File: src/rtl/spi_cmd_master.sv
// SPI mode-0 command master: shifts one 48-bit MRAM frame MSB first and returns the
// last 16 MISO bits. Every output is driven straight from a flop.
module spi_cmd_master #(
  parameter int CLK_DIV    = 4,
  parameter int GAP_CYCLES = 8
) (
  input  logic        FPGA_clk,
  input  logic        FPGA_rst,
  input  logic        cmd_valid,
  output logic        cmd_ready,
  input  logic [2:0]  cmd_rws,
  input  logic        cmd_mode_sel,
  input  logic [3:0]  cmd_burst_len,
  input  logic [19:0] cmd_addr,
  input  logic [15:0] cmd_data,
  input  logic        MISO,
  output logic        SCLK,
  output logic        SSEL,
  output logic        MOSI,
  output logic [15:0] rd_data,
  output logic        done,
  output logic        busy
);

  typedef enum logic [2:0] {
    ST_IDLE  = 3'd0,
    ST_SETUP = 3'd1,
    ST_SHIFT = 3'd2,
    ST_HOLD  = 3'd3,
    ST_GAP   = 3'd4
  } state_t;

  localparam logic [7:0] DIV_LAST  = 8'(CLK_DIV - 1);
  localparam logic [7:0] GAP_LAST  = 8'(GAP_CYCLES - 1);
  localparam logic [5:0] EDGE_LAST = 6'd48;
  // Rising edges numbered above this one carry the read data.
  localparam logic [5:0] CAP_AFTER = 6'd32;

  state_t      r_state, w_state_nxt;
  logic [7:0]  r_div, w_div_nxt;
  logic [5:0]  r_edge, w_edge_nxt;
  logic [47:0] r_frame, w_frame_nxt;
  logic [15:0] r_cap, w_cap_nxt;
  logic [15:0] r_rd_data, w_rd_data_nxt;
  logic        r_sclk, w_sclk_nxt;
  logic        r_ssel, w_ssel_nxt;
  logic        r_mosi, w_mosi_nxt;
  logic        r_done, w_done_nxt;
  logic        r_busy, w_busy_nxt;
  logic        r_ready, w_ready_nxt;
  logic        w_div_end;

  // Next-state and next-register decode; every register holds unless its state moves it.
  always_comb begin
    w_state_nxt   = r_state;
    w_div_nxt     = r_div;
    w_edge_nxt    = r_edge;
    w_frame_nxt   = r_frame;
    w_cap_nxt     = r_cap;
    w_rd_data_nxt = r_rd_data;
    w_sclk_nxt    = r_sclk;
    w_ssel_nxt    = r_ssel;
    w_mosi_nxt    = r_mosi;
    w_done_nxt    = 1'b0;
    w_busy_nxt    = r_busy;
    w_ready_nxt   = r_ready;
    w_div_end     = (r_div == DIV_LAST);
    case (r_state)
      ST_IDLE: begin
        if (cmd_valid) begin
          w_state_nxt = ST_SETUP;
          w_frame_nxt = {cmd_rws, cmd_mode_sel, cmd_burst_len, 4'b0000, cmd_addr, cmd_data};
          w_mosi_nxt  = cmd_rws[2];
          w_ssel_nxt  = 1'b0;
          w_busy_nxt  = 1'b1;
          w_ready_nxt = 1'b0;
          w_div_nxt   = 8'd0;
          w_edge_nxt  = 6'd0;
          w_cap_nxt   = 16'h0000;
        end else begin
          w_ready_nxt = 1'b1;
        end
      end
      ST_SETUP: begin
        if (w_div_end) begin
          w_state_nxt = ST_SHIFT;
          w_div_nxt   = 8'd0;
        end else begin
          w_div_nxt = r_div + 8'd1;
        end
      end
      ST_SHIFT: begin
        if (!w_div_end) begin
          w_div_nxt = r_div + 8'd1;
        end else if (!r_sclk) begin
          w_div_nxt  = 8'd0;
          w_sclk_nxt = 1'b1;
          w_edge_nxt = r_edge + 6'd1;
          if (r_edge >= CAP_AFTER) begin
            w_cap_nxt = {r_cap[14:0], MISO};
          end else begin
            w_cap_nxt = r_cap;
          end
        end else if (r_edge == EDGE_LAST) begin
          w_div_nxt   = 8'd0;
          w_sclk_nxt  = 1'b0;
          w_state_nxt = ST_HOLD;
        end else begin
          // Falling edge: present the next bit while SCLK is low.
          w_div_nxt   = 8'd0;
          w_sclk_nxt  = 1'b0;
          w_frame_nxt = {r_frame[46:0], 1'b0};
          w_mosi_nxt  = r_frame[46];
        end
      end
      ST_HOLD: begin
        if (w_div_end) begin
          w_state_nxt   = ST_GAP;
          w_div_nxt     = 8'd0;
          w_ssel_nxt    = 1'b1;
          w_mosi_nxt    = 1'b0;
          w_done_nxt    = 1'b1;
          w_rd_data_nxt = r_cap;
        end else begin
          w_div_nxt = r_div + 8'd1;
        end
      end
      ST_GAP: begin
        if (r_div == GAP_LAST) begin
          w_state_nxt = ST_IDLE;
          w_div_nxt   = 8'd0;
          w_busy_nxt  = 1'b0;
          w_ready_nxt = 1'b1;
        end else begin
          w_div_nxt = r_div + 8'd1;
        end
      end
      default: begin
        w_state_nxt = ST_IDLE;
        w_div_nxt   = 8'd0;
        w_edge_nxt  = 6'd0;
        w_sclk_nxt  = 1'b0;
        w_ssel_nxt  = 1'b1;
        w_mosi_nxt  = 1'b0;
        w_busy_nxt  = 1'b0;
        w_ready_nxt = 1'b1;
      end
    endcase
  end

  // FSM state register.
  always_ff @(posedge FPGA_clk or posedge FPGA_rst) begin
    if (FPGA_rst) begin
      r_state <= ST_IDLE;
    end else begin
      r_state <= w_state_nxt;
    end
  end

  // Counters, shift registers and output flops; reset drives the idle bus levels.
  always_ff @(posedge FPGA_clk or posedge FPGA_rst) begin
    if (FPGA_rst) begin
      r_div     <= 8'd0;
      r_edge    <= 6'd0;
      r_frame   <= 48'h0;
      r_cap     <= 16'h0000;
      r_rd_data <= 16'h0000;
      r_sclk    <= 1'b0;
      r_ssel    <= 1'b1;
      r_mosi    <= 1'b0;
      r_done    <= 1'b0;
      r_busy    <= 1'b0;
      r_ready   <= 1'b1;
    end else begin
      r_div     <= w_div_nxt;
      r_edge    <= w_edge_nxt;
      r_frame   <= w_frame_nxt;
      r_cap     <= w_cap_nxt;
      r_rd_data <= w_rd_data_nxt;
      r_sclk    <= w_sclk_nxt;
      r_ssel    <= w_ssel_nxt;
      r_mosi    <= w_mosi_nxt;
      r_done    <= w_done_nxt;
      r_busy    <= w_busy_nxt;
      r_ready   <= w_ready_nxt;
    end
  end

  assign cmd_ready = r_ready;
  assign SCLK      = r_sclk;
  assign SSEL      = r_ssel;
  assign MOSI      = r_mosi;
  assign rd_data   = r_rd_data;
  assign done      = r_done;
  assign busy      = r_busy;

endmodule

File: config.mk
export PLATFORM = sky130hd
export DESIGN_NAME = spi_cmd_master
export DESIGN_NICKNAME = d
export VERILOG_FILES = /design/src/rtl/spi_cmd_master.sv
export SDC_FILE = /design/constraint.sdc
export NUM_CORES = 1
export LEC_CHECK = 0
export ABC_AREA = 1
export ABC_CLOCK_PERIOD_IN_PS = 2900
export BUFFER_PORTS_ARGS = -buffer_cell sky130_fd_sc_hd__buf_2
export CORE_MARGIN = 4
export CORE_UTILIZATION = 52
export DETAILED_ROUTE_END_ITERATION = 10
export PLACE_DENSITY = 0.76
export SYNTH_ARGS = -nofsm -noshare
export SYNTH_HDL_FRONTEND = slang
export SYNTH_SLANG_ARGS = --single-unit
File: constraint.sdc
create_clock -name FPGA_clk -period 2.9 [get_ports FPGA_clk]
set_input_delay 0.145 -clock FPGA_clk [delete_from_list [all_inputs] [get_ports FPGA_clk]]
set_output_delay 0.145 -clock FPGA_clk [all_outputs]
set_load 0.005 [all_outputs]
After elaboration in Yosys (flattened, before gate mapping)
Index checks and enable logic that the tools add are counted.
{"block": "totals", "reg_bits": 102, "latch_bits": 0, "mem_bits_rw": 0, "romBits": 0, "inputBits": 48, "wordCells": 100, "mem_count": 0}
{"block": "op_classes", "add_sub_neg": 2, "mul": 0, "div_mod_pow": 0, "order_cmp": 1, "n_eq_ne": 17, "shift": 0, "mux": 46, "n_bitwise": 5, "n_reduce_logical": 17}
{"op": "2-to-1 mux 47 bit", "count": 4}
{"op": "case mux 47 bit (2 select lines)", "count": 1}
{"op": "2-to-1 mux 16 bit", "count": 4}
{"op": "case mux 16 bit (2 select lines)", "count": 1}
{"op": "2-to-1 mux 8 bit", "count": 3}
{"op": "case mux 8 bit (3 select lines)", "count": 1}
{"op": "2-to-1 mux 3 bit", "count": 7}
{"op": "!= test 2 bit, second input constant", "count": 10}
{"op": "2-to-1 mux 6 bit", "count": 3}
{"op": "case mux 6 bit (3 select lines)", "count": 1}
{"op": "2-to-1 mux 1 bit", "count": 15}
{"op": "case mux 3 bit (5 select lines)", "count": 1}
{"op": "AND reduction 5 bit", "count": 2}
{"op": "case mux 1 bit (3 select lines)", "count": 3}
{"op": "OR reduction 3 bit", "count": 3}
{"op": "adder 8 x 1 -> 8 bit, second input constant", "count": 1}
{"op": "== test 8 x 2 -> 1 bit, second input constant", "count": 1}
{"op": "== test 8 x 3 -> 1 bit, second input constant", "count": 1}
{"op": "AND reduction 7 bit", "count": 1}
{"op": "adder 6 x 1 -> 6 bit, second input constant", "count": 1}
{"op": "== test 3 x 2 -> 1 bit, second input constant", "count": 2}
{"op": "== test 6 bit, second input constant", "count": 1}
{"op": "greater-or-equal comparator 6 bit, second input constant", "count": 1}
{"op": "AND reduction 2 bit", "count": 3}
{"op": "12 further kinds", "count": 17}

Longest topological paths before layout
Gate-level depths: netlist of the first run.
{"block": "logic_depth", "word_depth": 5, "ltp_mapped": 10, "mapped_depth_nobuf": 9}

Least setup slack after synthesis of the first run
OpenSTA, ideal clock, no wires.
{"block": "synth_timing", "path_kind": "reg-to-reg", "from": "reg r_div[0]", "to": "reg r_div[0]", "setup_ps": 119, "t_arrival_ps": 1397, "required_ps": 2781, "path_slack_ps": 1385, "path_stages_with_launch": 8, "cell_sequence": "dfrtp_1 > ha_1 > nand2_1 > inv_1 > nand2_1 > o21ai_1 > nand2_1 > o21a_1"}
{"block": "synth_via", "elab_chain_len": 3, "elab_cells_between_ends": 6, "classes_between": "add/sub (1); eq/ne (2); mux (3)"}
{"item": "start: declaration", "line": "40", "text": "logic [7:0] r_div, w_div_nxt;"}
{"item": "start signal: assignment", "line": "175", "text": "r_div <= w_div_nxt;"}
{"item": "adder 8 x 1 -> 8 bit (tied with other cells)"}
{"item": "2-to-1 mux 8 bit, on equally long branches", "line": "129, 93"}
{"item": "case mux 8 bit (3 select lines) (*)", "line": "68", "text": "case (r_state)"}
Mark *: on every way between the ends. The rest lies on a longest branch, timed or not.
A chain may end at the register's enable or synchronous reset.

Final worst setup path of the first run
{"block": "layout_timing", "from": "reg r_state[1]", "to": "reg r_rd_data[6], in the netlist rd_data[6]"}
{"block": "layout_via", "elab_chain_len": 2}
{"item": "start: declaration", "line": "39", "text": "state_t r_state, w_state_nxt;"}
{"item": "start signal: assignment", "line": "156", "text": "r_state <= w_state_nxt;"}
{"item": "== test 3 x 2 -> 1 bit", "line": "68"}
{"item": "AND reduction 2 bit (no line)"}
{"item": "end signal: assignment", "line": "179", "text": "r_rd_data <= w_rd_data_nxt;"}
{"item": "end: declaration", "line": "44", "text": "logic [15:0] r_rd_data, w_rd_data_nxt;"}
No other way between the ends.

==> key figures, run 1 <==
Layout
  • Final nets: about 800
  • Final core occ: approximately 59%
  • Diode count: 0
  • # fillers: 922
  • Fin cells: around 900
  • Layout cells sized above 1: 14.2%
  • Layout area overhead: 11.7%

Setup path
  • CP Class: reg2reg
  • Worst Setup SP: r_state[1]
  • Internal reg-to-reg setup slack: 0.83 ns
  • Levels on crit path: 4
  • Reg2Reg Depth: 4
  • Startpoint types: flop
  • Arrival @ worst endpoint: 2.34 ns
  • Worst EP required: around 3.2 ns
  • CP delay by family, top: simple AND/OR/NAND/NOR gates
  • Worst-path cell chain: inv_1 -> nor2_1 -> nand2_1 -> o21ai_0
  • CP max stage delay: 0.58 ns
  • Worst R2R Start: r_state[1]
  • Crit end category: flop
  • R2R Path End: rd_data[6]
  • Slowest cell on crit path: nand2_1
  • Worst Setup EP: rd_data[6]
  • Crit Path Max Fanout: 32
  • CP bufs+invs: 1

Synth
  • Main synth FF type: dfrtp_1
  • Mapped Nets: 752
  • Asr flop ratio synth: between 90% and 100%
  • Syn avg cell area: approximately 7.4 µm²
  • Most instantiated cells after synthesis: 337 x nand2_1, 100 x dfrtp_1, 52 x nand4_1, 49 x inv_1, 37 x nor2_1
  • Synth top area share: 48.4%
  • Post-synthesis sequential area ratio: 49.4%
  • Synth warn: 0
  • Cell count after synthesis: roughly 700
  • Mapped cell area: 5170 µm²
  • Ranking of synthesized cells by area: dfrtp_1 48%, nand2_1 24%, nand4_1 6.3%
  • Post-synthesis cell type count: 28
  • Post-synth EDFFs: 0
  • Synth area leader: dfrtp_1
  • Top-count cell post-synth: nand2_1
  • Post-synthesis register bit count: about 100

Clock tree
  • CTS tree: built
  • Htree depth: 3
  • Later-pin clock latency in the skew report: roughly 0.37 ns
  • Post-cts sizing count: 0
  • CTS buffer count: 9
  • CTS sink cnt: between 100 and 150
  • Post-CTS setup buffer count: 0
  • Clock slew at reported path FFs: 0.11 ns
  • CTS root buf: clkbuf_8
  • Clock Path Buffers: 2

GRT
  • Largest net degree at the start of global routing: 55
  • Global route overflow: 0
  • First-pass GRT wire length: approximately 19 mm
  • GR Util All Layers: around a fifth
  • Initial antenna violation count: 0
  • Vias in the first global route: approximately 4100

Drt
  • Post-route ant nets: 0
  • Starting DRT DRC Count: between 300 and 400
  • Vias per cell: 5.16
  • Detailed Route WL: approximately 11 mm
  • DRC Markers: 0
  • Vias: 4585
  • Routed WL per cell: between 10 and 15 µm
  • TritonRoute pass-1 iters: 6

Timing
  • Fin. Hold Viols: 0
  • Final Setup Violations: 0
  • Minimum clock period: ~2.1 ns
  • Final period util: slightly above 70%
  • Setup TNS: 0 ns
  • RSZ-0062 raised after global routing: no
  • Worst slew margin: 40.8%
  • Slew Limit Fails: 0
  • Clk_skew: between 0.01 and 0.015 ns
  • Peak Freq: around 480 MHz
  • Worst Max-Slew Pin Slew: 0.886 ns

Die
  • Core ar.: about 10000 µm²
  • Ports: 70
  • Die width: between 100 and 150 µm
  • Initial Util: 53.2%
  • Die area: 11600 µm²
  • Die H: 108 µm
  • Cell row count: 36

Run status
  • Status: finished clean

Power
  • Peak supply drop: between 0.4 and 0.5 mV
  • Switching Power: 2.51 mW
  • Comb pwr share: a little under half
  • Leakage dissipation: 3.20 nW
  • Clock network power share: 15.9%
  • Reg power frac: between 30% and 40%
  • Power density cells: approximately 940 nW/µm²
  • Sw frac: between 40% and 50%
  • Pint: between 2 and 3 mW

Min path
  • Hold Crit Start: cmd_valid
  • Hold Crit Class: in2reg

Job
  • Max-cap check violation count: 0

Place
  • RD Place Congestion: around 0.94
  • Port bufs: just under 70
  • Dpl hpwl: between 7 and 8 mm
  • Placed Instances: 872
[final cells by class]
type | count | area, µm² | area share, %
Clock buffer | 9 | 124 | 2.14
Tap cell | 133 | 166 | 2.88
Timing Repair Buffer | 78 | 428 | 7.41
Multi-Input combinational cell | 510 | 2250 | 38.9
Inverter | 50 | 190 | 3.29
Clock inverter | 7 | 63.8 | 1.10
Sequential cell | 102 | 2550 | 44.2
[cells in the final DEF (no fill, tap or decap), drive strengths merged, types with 2 or more instances in the layout]
cell type / n
ha: 3
nand3: 32
clkbuf: 9
nand4: 52
dfstp: 2
dfrtp: 100
o21ai: 28
buf: 77
xor2: 3
a21oi: 5
clkinv: 3
inv: 54
nand3b: 2
nand2: 340
nor2: 40
[logic make-up (layout without fill, tap and decap cells)]
logic type	count (synthesis)	in the layout	share of synthesized area, %
simple gates	467	467	38.1
flops	102	102	49.4
buf+inv	89	144	7.28
compound gates	36	36	3.82
xor+xnor	4	4	0.677
fa+ha+maj	3	3	0.726
[what timing repair did]
item                                   in CTS  in global routing
setup endpoints to repair                   0                  0
endpoints found under the hold margin      46                  0
hold buffers                                1                  0
[registers in the layout, indices dropped and copies added (netlist names)]
| name | count |
|---|---|
| busy | 1 |
| SSEL | 1 |
| cmd_ready | 1 |
| done | 1 |
| r_cap | 16 |
| rd_data | 16 |
| r_state | 3 |
| r_frame | 47 |
| r_edge | 6 |
| SCLK | 1 |
| MOSI | 1 |
| r_div | 8 |
[layer usage]
| metal | wire [µm] | global-route usage, % | vias to the layer above |
|---|---|---|---|
| met4 | 121 | 5.14 | 0 |
| met5 | 0 | 0 | - |
| met2 | 5370 | 31.9 | 113 |
| met1 | 5220 | 28.3 | 2145 |
| met3 | 601 | 4.68 | 12 |
| li1 | - | - | 2315 |
[power groups by stage]
stage | sequential [mW] | combinational [mW] | clock [mW]
final | 2.10 | 2.46 | 0.864
after global routing | 2.14 | 2.84 | 0.953
after CTS | 2.09 | 2.48 | 0.894
after detailed placement | 2.12 | 2.48 | 0
after global placement | 2.10 | 2.40 | 0
after floorplan | 2.06 | 2.04 | 0
[through the flow]
stage	area [µm²]	worst slack [ns]	hold WS, ns	total power, mW
floorplan	5170	0.0828	0.280	4.10
global placement	5580	0.965	0.264	4.50
detailed placement	5580	0.839	0.275	4.59
CTS	5780	0.815	0.0105	5.47
global route	5780	0.582	0.0263	5.94
finish	5780	0.833	0.0208	5.42
[worst min path at each step]
stage | to | depth (start not counted)
2_1_floorplan | busy | 2
3_3_place_gp | rd_data[0] | 2
3_5_place_dp | rd_data[0] | 2
4_1_cts | busy | 3
5_1_grt | busy | 3
6_report | busy | 3
[tightest hold or removal path, stage by stage]
cell and delay, ns:
buf_2 0.09, nand2_1 0.06, nand2_1 0.06
No activity file was read; power rests on OpenSTA's default activity.
==> run 2, diff against run 1 <==
ABC_CLOCK_PERIOD_IN_PS = 2100   (was 2900)
CORE_UTILIZATION = 58   (was 52)
PLACE_DENSITY = 0.8   (was 0.76)
clock period = 2.1 ns   (was 2.9 ns; I/O delays follow)
==> run 2 against run 1 <==
Net effect:
- critical path depth rose by 3
- combinational power rose by 47%
- sequential share of layout area fell by 0.75 points
- critical endpoint is now r_cap[8]
- largest cell class unchanged
- highest routed layer unchanged
==> key figures, run 2 (synthesis gave the netlist of run 1 again) <==
Power
  • Switching Power: 3.50 mW (was 2.51 mW)
  • Sw frac: 44.9% (was 46.2%)
  • Clock network power share: 16.4% (was 15.9%)
  • Leakage dissipation: 3.26 nW (was 3.20 nW)
  • Comb pwr share: 46.5% (was 45.4%)
  • Power density cells: 1330 nW/µm² (was 939 nW/µm²)
  • Total Power: 7.80 mW (was 5.42 mW)
  • Pint: 4.30 mW (was 2.92 mW)
  • Reg power frac: 37.1% (was 38.7%)
  • Peak supply drop: 0.826 mV (was 0.435 mV)

Clock tree
  • CTS buffer count: 9 (unchanged)
  • Clock Path Buffers: 2 (unchanged)
  • CTS sink cnt: 102 (unchanged)
  • Later-pin clock latency in the skew report: 0.37 ns (about the same)
  • Htree depth: 3 (unchanged)
  • Clock slew at reported path FFs: 0.10 ns (was 0.11 ns)
  • Post-CTS setup buffer count: 0 (unchanged)
  • Hold-fix buffers at CTS: 2 (was 1)
  • CTS tree: built (unchanged)
  • CTS root buf: clkbuf_8 (unchanged)
  • Post-cts sizing count: 0 (unchanged)

Layout
  • Final Cell Area: 5880 µm² (was 5780 µm²)
  • Diode count: 0 (unchanged)
  • Most flop-heavy register: r_frame (unchanged)
  • Final core occ: 67.7% (was 59.4%)
  • Final nets: 811 (was 802)
  • Most common cell after layout, fill and taps aside: nand2_1 (unchanged)
  • Max FFs per register: 47 (unchanged)
  • Layout cells sized above 1: 15.2% (was 14.2%)
  • Most frequent cells in the layout: 336 x nand2_1, 100 x dfrtp_1, 69 x buf_2 (unchanged)
  • Layout area overhead: 13.6% (was 11.7%)

Min path
  • Hold Crit Class: in2reg (unchanged)
  • Hold Crit Start: cmd_addr[1] (was cmd_valid)

Setup path
  • Slowest cell on crit path: dfrtp_1 (was nand2_1)
  • Crit Path Max Fanout: 17 (was 32)
  • Worst R2R Start: r_state[0] (was r_state[1])
  • CP Class: reg2reg (unchanged)
  • Startpoint types: flop (unchanged)
  • Worst Setup SP: r_state[0] (was r_state[1])
  • Crit end category: flop (unchanged)
  • Worst-path cell chain: nor2_4 -> nand3_4 -> nand2_2 -> a21oi_4 -> nand2_2 -> nand2_1 -> nand2_1 (was inv_1 -> nor2_1 -> nand2_1 -> o21ai_0)
  • Worst EP required: 2.36 ns (was 3.18 ns)
  • Arrival @ worst endpoint: 2.11 ns (was 2.34 ns)
  • CP delay by family, top: simple AND/OR/NAND/NOR gates (unchanged)
  • CP max stage delay: 0.52 ns (was 0.58 ns)
  • CP bufs+invs: 0 (was 1)

Timing
  • Final Setup Violations: 0 (unchanged)
  • Setup TNS: 0 ns (unchanged)
  • Clk_skew: 0.0119 ns (was 0.0117 ns)
  • Worst slew margin: 64.2% (was 40.8%)
  • Worst Max-Slew Pin Slew: 0.536 ns (was 0.886 ns)
  • Minimum clock period: 1.85 ns (was 2.07 ns)
  • RSZ-0062 raised after global routing: no (unchanged)
  • Slew Limit Fails: 0 (unchanged)
  • Final period util: 88.0% (was 71.3%)
  • Peak Freq: 541 MHz (was 484 MHz)
  • Fin. Hold Viols: 0 (unchanged)
  • Hold_ws: 0.0804 ns (was 0.0208 ns)

GRT
  • GR Util All Layers: 23.4% (was 20.2%)
  • First-pass GRT wire length: 19.9 mm (was 19.2 mm)
  • Vias in the first global route: 4611 (was 4143)
  • Largest net degree at the start of global routing: 48 (was 55)
  • Global route overflow: 0 (unchanged)
  • Initial antenna violation count: 0 (unchanged)

Drt
  • DRC Markers: 0 (unchanged)
  • Routed WL per cell: 12.8 µm (was 12.7 µm)
  • Post-route ant nets: 0 (unchanged)
  • Vias per cell: 5.32 (was 5.16)
  • Detailed Route WL: 11.2 mm (was 11.3 mm)
  • Starting DRT DRC Count: 213 (was 374)
  • Vias: 4642 (was 4585)
  • TritonRoute pass-1 iters: 4 (was 6)

Job
  • Max-cap check violation count: 0 (unchanged)

Die
  • Ports: 70 (unchanged)
  • Initial Util: 59.6% (was 53.2%)
  • Die H: 102 µm (was 108 µm)
  • Core ar.: 8680 µm² (was 9730 µm²)
  • Cell row count: 34 (was 36)
  • Die area: 10500 µm² (was 11600 µm²)
  • Die width: 102 µm (was 108 µm)

Place
  • Port bufs: 69 (unchanged)
  • Dpl hpwl: 7.68 mm (was 7.43 mm)
  • Placed cell areas: 5650 µm² (was 5580 µm²)
  • RD Place Congestion: 0.914 (was 0.935)

Run status
  • Status: finished clean (unchanged)
## run 2: power by group through the flow
stage          sequential (mW)  clock (mW)  combinational [mW]
2_1_floorplan             2.84           0                2.82
3_3_place_gp              2.89           0                3.57
3_5_place_dp              2.92           0                3.65
4_1_cts                   2.89        1.32                3.66
5_1_grt                   2.97        1.39                4.18
6_report                  2.90        1.28                3.62
## run 2: layer usage
metal  global-route usage [%]  wire, µm  up-vias
li1                         -         -     2324
met4                     7.67       137        0
met2                     38.9      5380      132
met3                     4.64       600       15
met1                     30.8      5070     2171
met5                        0         0        -
## run 2: path summary, 6_finish.rpt
check                              end  slack, ns  cells past startpoint
max in group asynchronous         SSEL       1.13                      4
min                        r_frame[17]       0.08                      5
min reg2reg                r_frame[17]       0.48                      2
max                           r_cap[8]       0.25                      7
max reg2reg                   r_cap[8]       0.25                      7
min in group asynchronous  rd_data[13]       0.32                      3
## run 2: tightest hold or removal path: stages
cell and delay [ns]:
buf_2 0.07, nand2_1 0.04, nand2_1 0.05, nand4_1 0.08
nand2_1 0.07
## run 2: stage by stage
stage,setup slack (ns),instances
5_1_grt,0.0761,873
2_1_floorplan,0.585,701
3_5_place_dp,0.282,855
6_report,0.251,873
3_3_place_gp,0.346,855
4_1_cts,0.253,873
## run 2: final cells by class
type	instances	area, µm²
Sequential cell	102	2550
Tap cell	108	135
Fill cell	786	2800
Multi-Input combinational cell	510	2250
Clock inverter	7	81.3
Inverter	50	191
Clock buffer	9	124
Timing Repair Buffer	87	536
